<file path="src/rtl/sched_pkg.sv">
// Shared constants and state encoding for the energy sample scheduler.
package sched_pkg;

  localparam int unsigned N_CH_DEF    = 4;
  localparam int unsigned CNT_W_DEF   = 16;
  localparam int unsigned TIMEOUT_DEF = 255;

  localparam logic [1:0] ST_IDLE_ENC = 2'd0;
  localparam logic [1:0] ST_SCAN_ENC = 2'd1;
  localparam logic [1:0] ST_REQ_ENC  = 2'd2;
  localparam logic [1:0] ST_DONE_ENC = 2'd3;

  typedef enum logic [1:0] {
    ST_IDLE = ST_IDLE_ENC,
    ST_SCAN = ST_SCAN_ENC,
    ST_REQ  = ST_REQ_ENC,
    ST_DONE = ST_DONE_ENC
  } sched_state_t;

  // Index width for a vector of n entries, never below one bit.
  function automatic int unsigned clog2_min1(input int unsigned n);
    return (n <= 2) ? 1 : $clog2(n);
  endfunction

endpackage

</file>
<file path="src/rtl/sched_prio_enc.sv">
// Lowest-set-bit encoder: index of the lowest asserted bit plus a valid flag.
module sched_prio_enc #(
  parameter int unsigned N_CH = 4,
  parameter int unsigned CH_W = 2
) (
  input  logic [N_CH-1:0] i_vec,
  output logic [CH_W-1:0] o_idx_c,
  output logic            o_valid_c
);

  // Walk from the top down so the lowest set bit is the last to win.
  always_comb begin
    o_idx_c   = '0;
    o_valid_c = 1'b0;
    for (int i = N_CH - 1; i >= 0; i--) begin
      if (i_vec[i]) begin
        o_idx_c   = CH_W'(i);
        o_valid_c = 1'b1;
      end
    end
  end

endmodule

</file>
<file path="src/rtl/energy_sample_scheduler.sv">
// Frame sequencer for the energy-supervision measurement front-end.
// Each accepted tick latches the channel mask and walks the enabled channels
// lowest-first through a Req/Ack handshake with the shared measurement unit.
// Optional: define SCHED_TIMEOUT_EN to bound each Req wait to TIMEOUT cycles
// and record stuck channels in o_err_mask.
module energy_sample_scheduler
  import sched_pkg::*;
#(
  parameter int unsigned N_CH    = N_CH_DEF,
  parameter int unsigned CH_W    = 2,
  parameter int unsigned CNT_W   = CNT_W_DEF,
  parameter int unsigned TIMEOUT = TIMEOUT_DEF
) (
  input  logic             i_clk,
  input  logic             i_reset,
  input  logic             i_tick,
  input  logic             i_enable,
  input  logic [N_CH-1:0]  i_ch_mask,
  input  logic             i_ack,
  input  logic             i_clr_flags,
  output logic             o_req,
  output logic [CH_W-1:0]  o_ch_sel,
  output logic             o_frame_start,
  output logic             o_frame_done,
  output logic             o_overrun,
  output logic [CNT_W-1:0] o_frame_count,
  output logic [N_CH-1:0]  o_err_mask
);

  sched_state_t      r_state;
  logic [N_CH-1:0]   r_pend;
  logic [CH_W-1:0]   r_ch_sel;
  logic              r_req;
  logic              r_frame_start;
  logic              r_frame_done;
  logic              r_overrun;
  logic [CNT_W-1:0]  r_frame_count;

  logic [CH_W-1:0]   w_next_idx;
  logic              w_next_valid;
  logic [N_CH-1:0]   w_sel_bit;

  assign w_sel_bit = N_CH'(1) << r_ch_sel;

  sched_prio_enc #(
    .N_CH (N_CH),
    .CH_W (CH_W)
  ) u_prio_enc (
    .i_vec     (r_pend),
    .o_idx_c   (w_next_idx),
    .o_valid_c (w_next_valid)
  );

`ifdef SCHED_TIMEOUT_EN
  localparam int unsigned WAIT_W = clog2_min1(TIMEOUT);

  logic [WAIT_W-1:0] r_wait;
  logic [N_CH-1:0]   r_err_mask;
`endif

  // Frame FSM with all outputs, flags and counters registered.
  always_ff @(posedge i_clk) begin
    if (i_reset) begin
      r_state       <= ST_IDLE;
      r_pend        <= '0;
      r_ch_sel      <= '0;
      r_req         <= 1'b0;
      r_frame_start <= 1'b0;
      r_frame_done  <= 1'b0;
      r_overrun     <= 1'b0;
      r_frame_count <= '0;
`ifdef SCHED_TIMEOUT_EN
      r_wait        <= '0;
      r_err_mask    <= '0;
`endif
    end else begin
      r_frame_start <= 1'b0;
      r_frame_done  <= 1'b0;

      // A tick while busy is dropped; setting beats clearing.
      if (i_tick && (r_state != ST_IDLE)) begin
        r_overrun <= 1'b1;
      end else if (i_clr_flags) begin
        r_overrun <= 1'b0;
      end

`ifdef SCHED_TIMEOUT_EN
      if (i_clr_flags) begin
        r_err_mask <= '0;
      end
`endif

      if ((r_state != ST_IDLE) && !i_enable) begin
        // Abort outranks Ack: drop the frame without completing it.
        r_state <= ST_IDLE;
        r_req   <= 1'b0;
        r_pend  <= '0;
      end else begin
        case (r_state)
          ST_IDLE: begin
            if (i_tick && i_enable && (|i_ch_mask)) begin
              r_pend        <= i_ch_mask;
              r_state       <= ST_SCAN;
              r_frame_start <= 1'b1;
            end
          end
          ST_SCAN: begin
            if (w_next_valid) begin
              r_ch_sel <= w_next_idx;
              r_req    <= 1'b1;
              r_state  <= ST_REQ;
`ifdef SCHED_TIMEOUT_EN
              r_wait   <= '0;
`endif
            end else begin
              r_state       <= ST_DONE;
              r_frame_done  <= 1'b1;
              r_frame_count <= r_frame_count + CNT_W'(1);
            end
          end
          ST_REQ: begin
            if (i_ack) begin
              r_req   <= 1'b0;
              r_pend  <= r_pend & ~w_sel_bit;
              r_state <= ST_SCAN;
            end
`ifdef SCHED_TIMEOUT_EN
            else if (r_wait == WAIT_W'(TIMEOUT - 1)) begin
              r_err_mask[r_ch_sel] <= 1'b1;
              r_req   <= 1'b0;
              r_pend  <= r_pend & ~w_sel_bit;
              r_state <= ST_SCAN;
            end else begin
              r_wait <= r_wait + WAIT_W'(1);
            end
`endif
          end
          ST_DONE: begin
            r_state <= ST_IDLE;
          end
          default: begin
            r_state <= ST_IDLE;
          end
        endcase
      end
    end
  end

  assign o_req         = r_req;
  assign o_ch_sel      = r_ch_sel;
  assign o_frame_start = r_frame_start;
  assign o_frame_done  = r_frame_done;
  assign o_overrun     = r_overrun;
  assign o_frame_count = r_frame_count;

`ifdef SCHED_TIMEOUT_EN
  assign o_err_mask = r_err_mask;
`else
  assign o_err_mask = '0;
`endif

endmodule
</file>
<file path="config.mk">
export PLATFORM = sky130hd
export DESIGN_NAME = energy_sample_scheduler
export DESIGN_NICKNAME = d
export VERILOG_FILES = /design/src/rtl/sched_pkg.sv /design/src/rtl/sched_prio_enc.sv /design/src/rtl/energy_sample_scheduler.sv
export SDC_FILE = /design/constraint.sdc
export NUM_CORES = 1
export LEC_CHECK = 0
export ABC_AREA = 1
export BUFFER_PORTS_ARGS = -buffer_cell sky130_fd_sc_hd__buf_2
export CAP_MARGIN = 20
export CORE_UTILIZATION = 52
export DETAILED_ROUTE_END_ITERATION = 12
export PLACE_DENSITY = 0.88
export SYNTH_ARGS = -nofsm -noshare
export SYNTH_HDL_FRONTEND = slang
export SYNTH_HIERARCHICAL = 1
export SYNTH_SLANG_ARGS = --single-unit
export TNS_END_PERCENT = 20
</file>
<file path="constraint.sdc">
create_clock -name i_clk -period 1.9 [get_ports i_clk]
set_input_delay 0.095 -clock i_clk [delete_from_list [all_inputs] [get_ports i_clk]]
set_output_delay 0.095 -clock i_clk [all_outputs]
set_load 0.01 [all_outputs]
</file>
==> results.ini <==
[outcome]
status=finished, final reports clean

[sta]
min_period_over_period=0.8691
slew_viol_final=0
slew_headroom=0.6008
rsz0062_at_grt=false
fin_setup_tns_ns=0
worst_pin_slew_ns=0.5925
period_minus_slack_ns=1.651
hold_viol=0
fin_skew_ns=0.006749
max_freq_mhz=605.6
setup-violations-final=0
fin_ws_ns=0.2487

[critical_path]
reg2reg_from=r_pend[2]
crit_fanout=8
worstPathRequired_ns=2.14
r2r_slack_ns=0.25
rr_endpoint=o_frame_count[9]
start_kind=flop
critPathKind=flop to flop
crit_path_end_kind=flop
cp.arrival_ns=1.90
worstRegToRegCells=10

[worst_hold_path]
hold_end=o_frame_count[9]
holdPathStages=2
hp-class=input port to flop
min_from=i_reset

[layout]
antennaDiodeCount=0
drive_above_1_share=0.1587
design_area_mm2=0.001754
synthToLayoutAreaGrowth_pct=16.74
seq_area_um2=560.5
most-common-layout-cells=nand2_1, nor2_1, inv_1
multiInputGateArea_um2=780.7
final_common_cell=nand2_1
fin_nets=283
n_fill_cell=260

[routing]
ant_nets=0
vias_per_cell=5.053
drt_iter0_markers=84
route.detailed.drc=0
via_count=1526
drt_pass1_iterations=5
routed_wl_um=3192
routedWlPerCell_um=10.57

[global_route]
grtUsageMet3=0.02326
grt_pass1_wl_um=5464
gr-max-usage-layer=met2
first_global_vias=1305
gr-usage-met1=0.2872
antenna_found_initial=0
grtUsageMet2=0.3597
grt_max_degree=17
grt_usage=0.2192
grt_overflow=0

[cts]
cts.sinks=28
cts_tree=built
clkLatencyLatePin_ns=0.34
cts_setup_buffers=0
htree_levels=1
cts_root_buf=clkbuf_4
cts_resized=0
cts_made_buffers=3
clkTransAtPathRegs_ns=0.16
cts_buffer_depth=2
cts_hold_buf=2

[pwr]
power_switching_mw=0.3902
power_frac_clock=0.301
p_sw_frac=0.2963
vdd_drop_max_mv=0.6759
power_leakage_nw=0.8410
pwr-share-seq=0.502
p_int_mw=0.9267
pwr_density_cell_mw_per_mm2=750.7
p_comb_frac=0.196

[place]
dp_hpwl_um=2364
port_buffers=31
dpl_worst_slack_ns=0.3254
gp_congestion=0.8117
placed_cell_area_mm2=0.001682

[die]
dieArea_mm2=0.003109
die_h_um=55.76
rows=19
dieWidth_um=55.76
fp.coreArea_mm2=0.002758
initial_core_util=0.5449
ioPinCount=36

[synth]
ys_ff_latch=28
netlist_area_mm2=0.001503
yosys_warnings=6
yosysSeqAreaShare=0.3730
synthCells=235
synth_cell_types=24
syn_avg_cell_area_um2=6.394

[flow_run]
cap_violations=0

worst max-delay path by stage:
stage	end	from	cells after the start
after CTS	o_frame_count[9]	r_pend[2]	10
after floorplan	o_frame_count[9]	r_pend[2]	10
after global placement	o_frame_count[9]	r_pend[2]	10
final	o_frame_count[9]	r_pend[2]	10
after global routing	o_frame_count[9]	r_pend[2]	10
after detailed placement	o_frame_count[9]	r_pend[2]	10
cell usage after synthesis:
master	count	area, um^2
nand2_1	61	229.0
nor2_1	44	165.2
inv_1	36	135.1
dfxtp_1	28	560.5
nand3_1	13	65.06
o21ai_0	13	65.06
a21oi_1	10	50.05
buf_4	4	30.03
nand4_1	4	25.02
nor2_4	4	45.04
nor3_1	4	20.02
o211ai_1	2	15.01
a211oi_1	1	7.510
a21oi_2	1	8.760
clkbuf_1	1	3.750
conb_1	1	3.750
ha_1	1	12.51
inv_2	1	3.750
nand3_4	1	17.52
nand3b_1	1	7.510
nor3b_1	1	7.510
o21bai_1	1	7.510
xnor2_1	1	8.760
xor2_1	1	8.760
routing by layer:
layer | vias up | routed length [um]
li1 | 798 | -
met1 | 671 | 1493
met2 | 53 | 1466
met3 | 4 | 183
met4 | 0 | 49
met5 | - | 0
power groups by stage:
stage	clock (mW)	sequential [mW]	combinational [mW]
final	0.397	0.662	0.258
after global routing	0.428	0.667	0.288
after CTS	0.404	0.661	0.256
after detailed placement	0	0.674	0.248
after global placement	0	0.672	0.242
after floorplan	0	0.675	0.183
critical path, cell delays in order, from the launching register on:
cell and delay [ns]:
dfxtp_1 0.36, nor2_1 0.18, nand2_1 0.12, inv_1 0.13, nand3_1 0.17, nor2_4 0.22
nand2_1 0.13, nor2_1 0.10, nand2_1 0.05, nand2_1 0.06, nor2_1 0.03
area by class of cell:
cell class	instances	area share
multi-input combinational	168	0.4451
sequential	28	0.3195
timing repair buffer	34	0.1041
inverter	37	0.07917
tap	31	0.02211
clock inverter	1	0.01712
clock buffer	3	0.01284
flip-flops by register name, summed over array words and instances (netlist names):
register,flops
o_frame_start,1
o_overrun,1
o_frame_done,1
o_frame_count,16
r_state,2
o_ch_sel,2
o_req,1
r_pend,4
logic make-up after synthesis:
family                   after synthesis  synth area share
AO/OA/AOI/OAI                         28            0.1024
XOR/XNOR                               2           0.01166
adder cells (fa/ha/maj)                1          0.008325
buffers and inverters                 42            0.1149
flip-flops                            28            0.3730
other                                  1          0.002496
AND/OR/NAND/NOR                      133            0.3872
per-stage QoR:
step,hold WS (ns),total power [mW],instances,utilization
2_1_floorplan,0.1641,0.8587,238,-
3_3_place_gp,0.3491,0.9137,296,0.6098
3_5_place_dp,0.3533,0.9221,296,0.6098
4_1_cts,0.003540,1.321,302,0.6361
5_1_grt,0.003053,1.383,302,0.6361
6_report,0.009061,1.317,302,0.6361
Note: power is estimated with default switching activity, not from simulation.
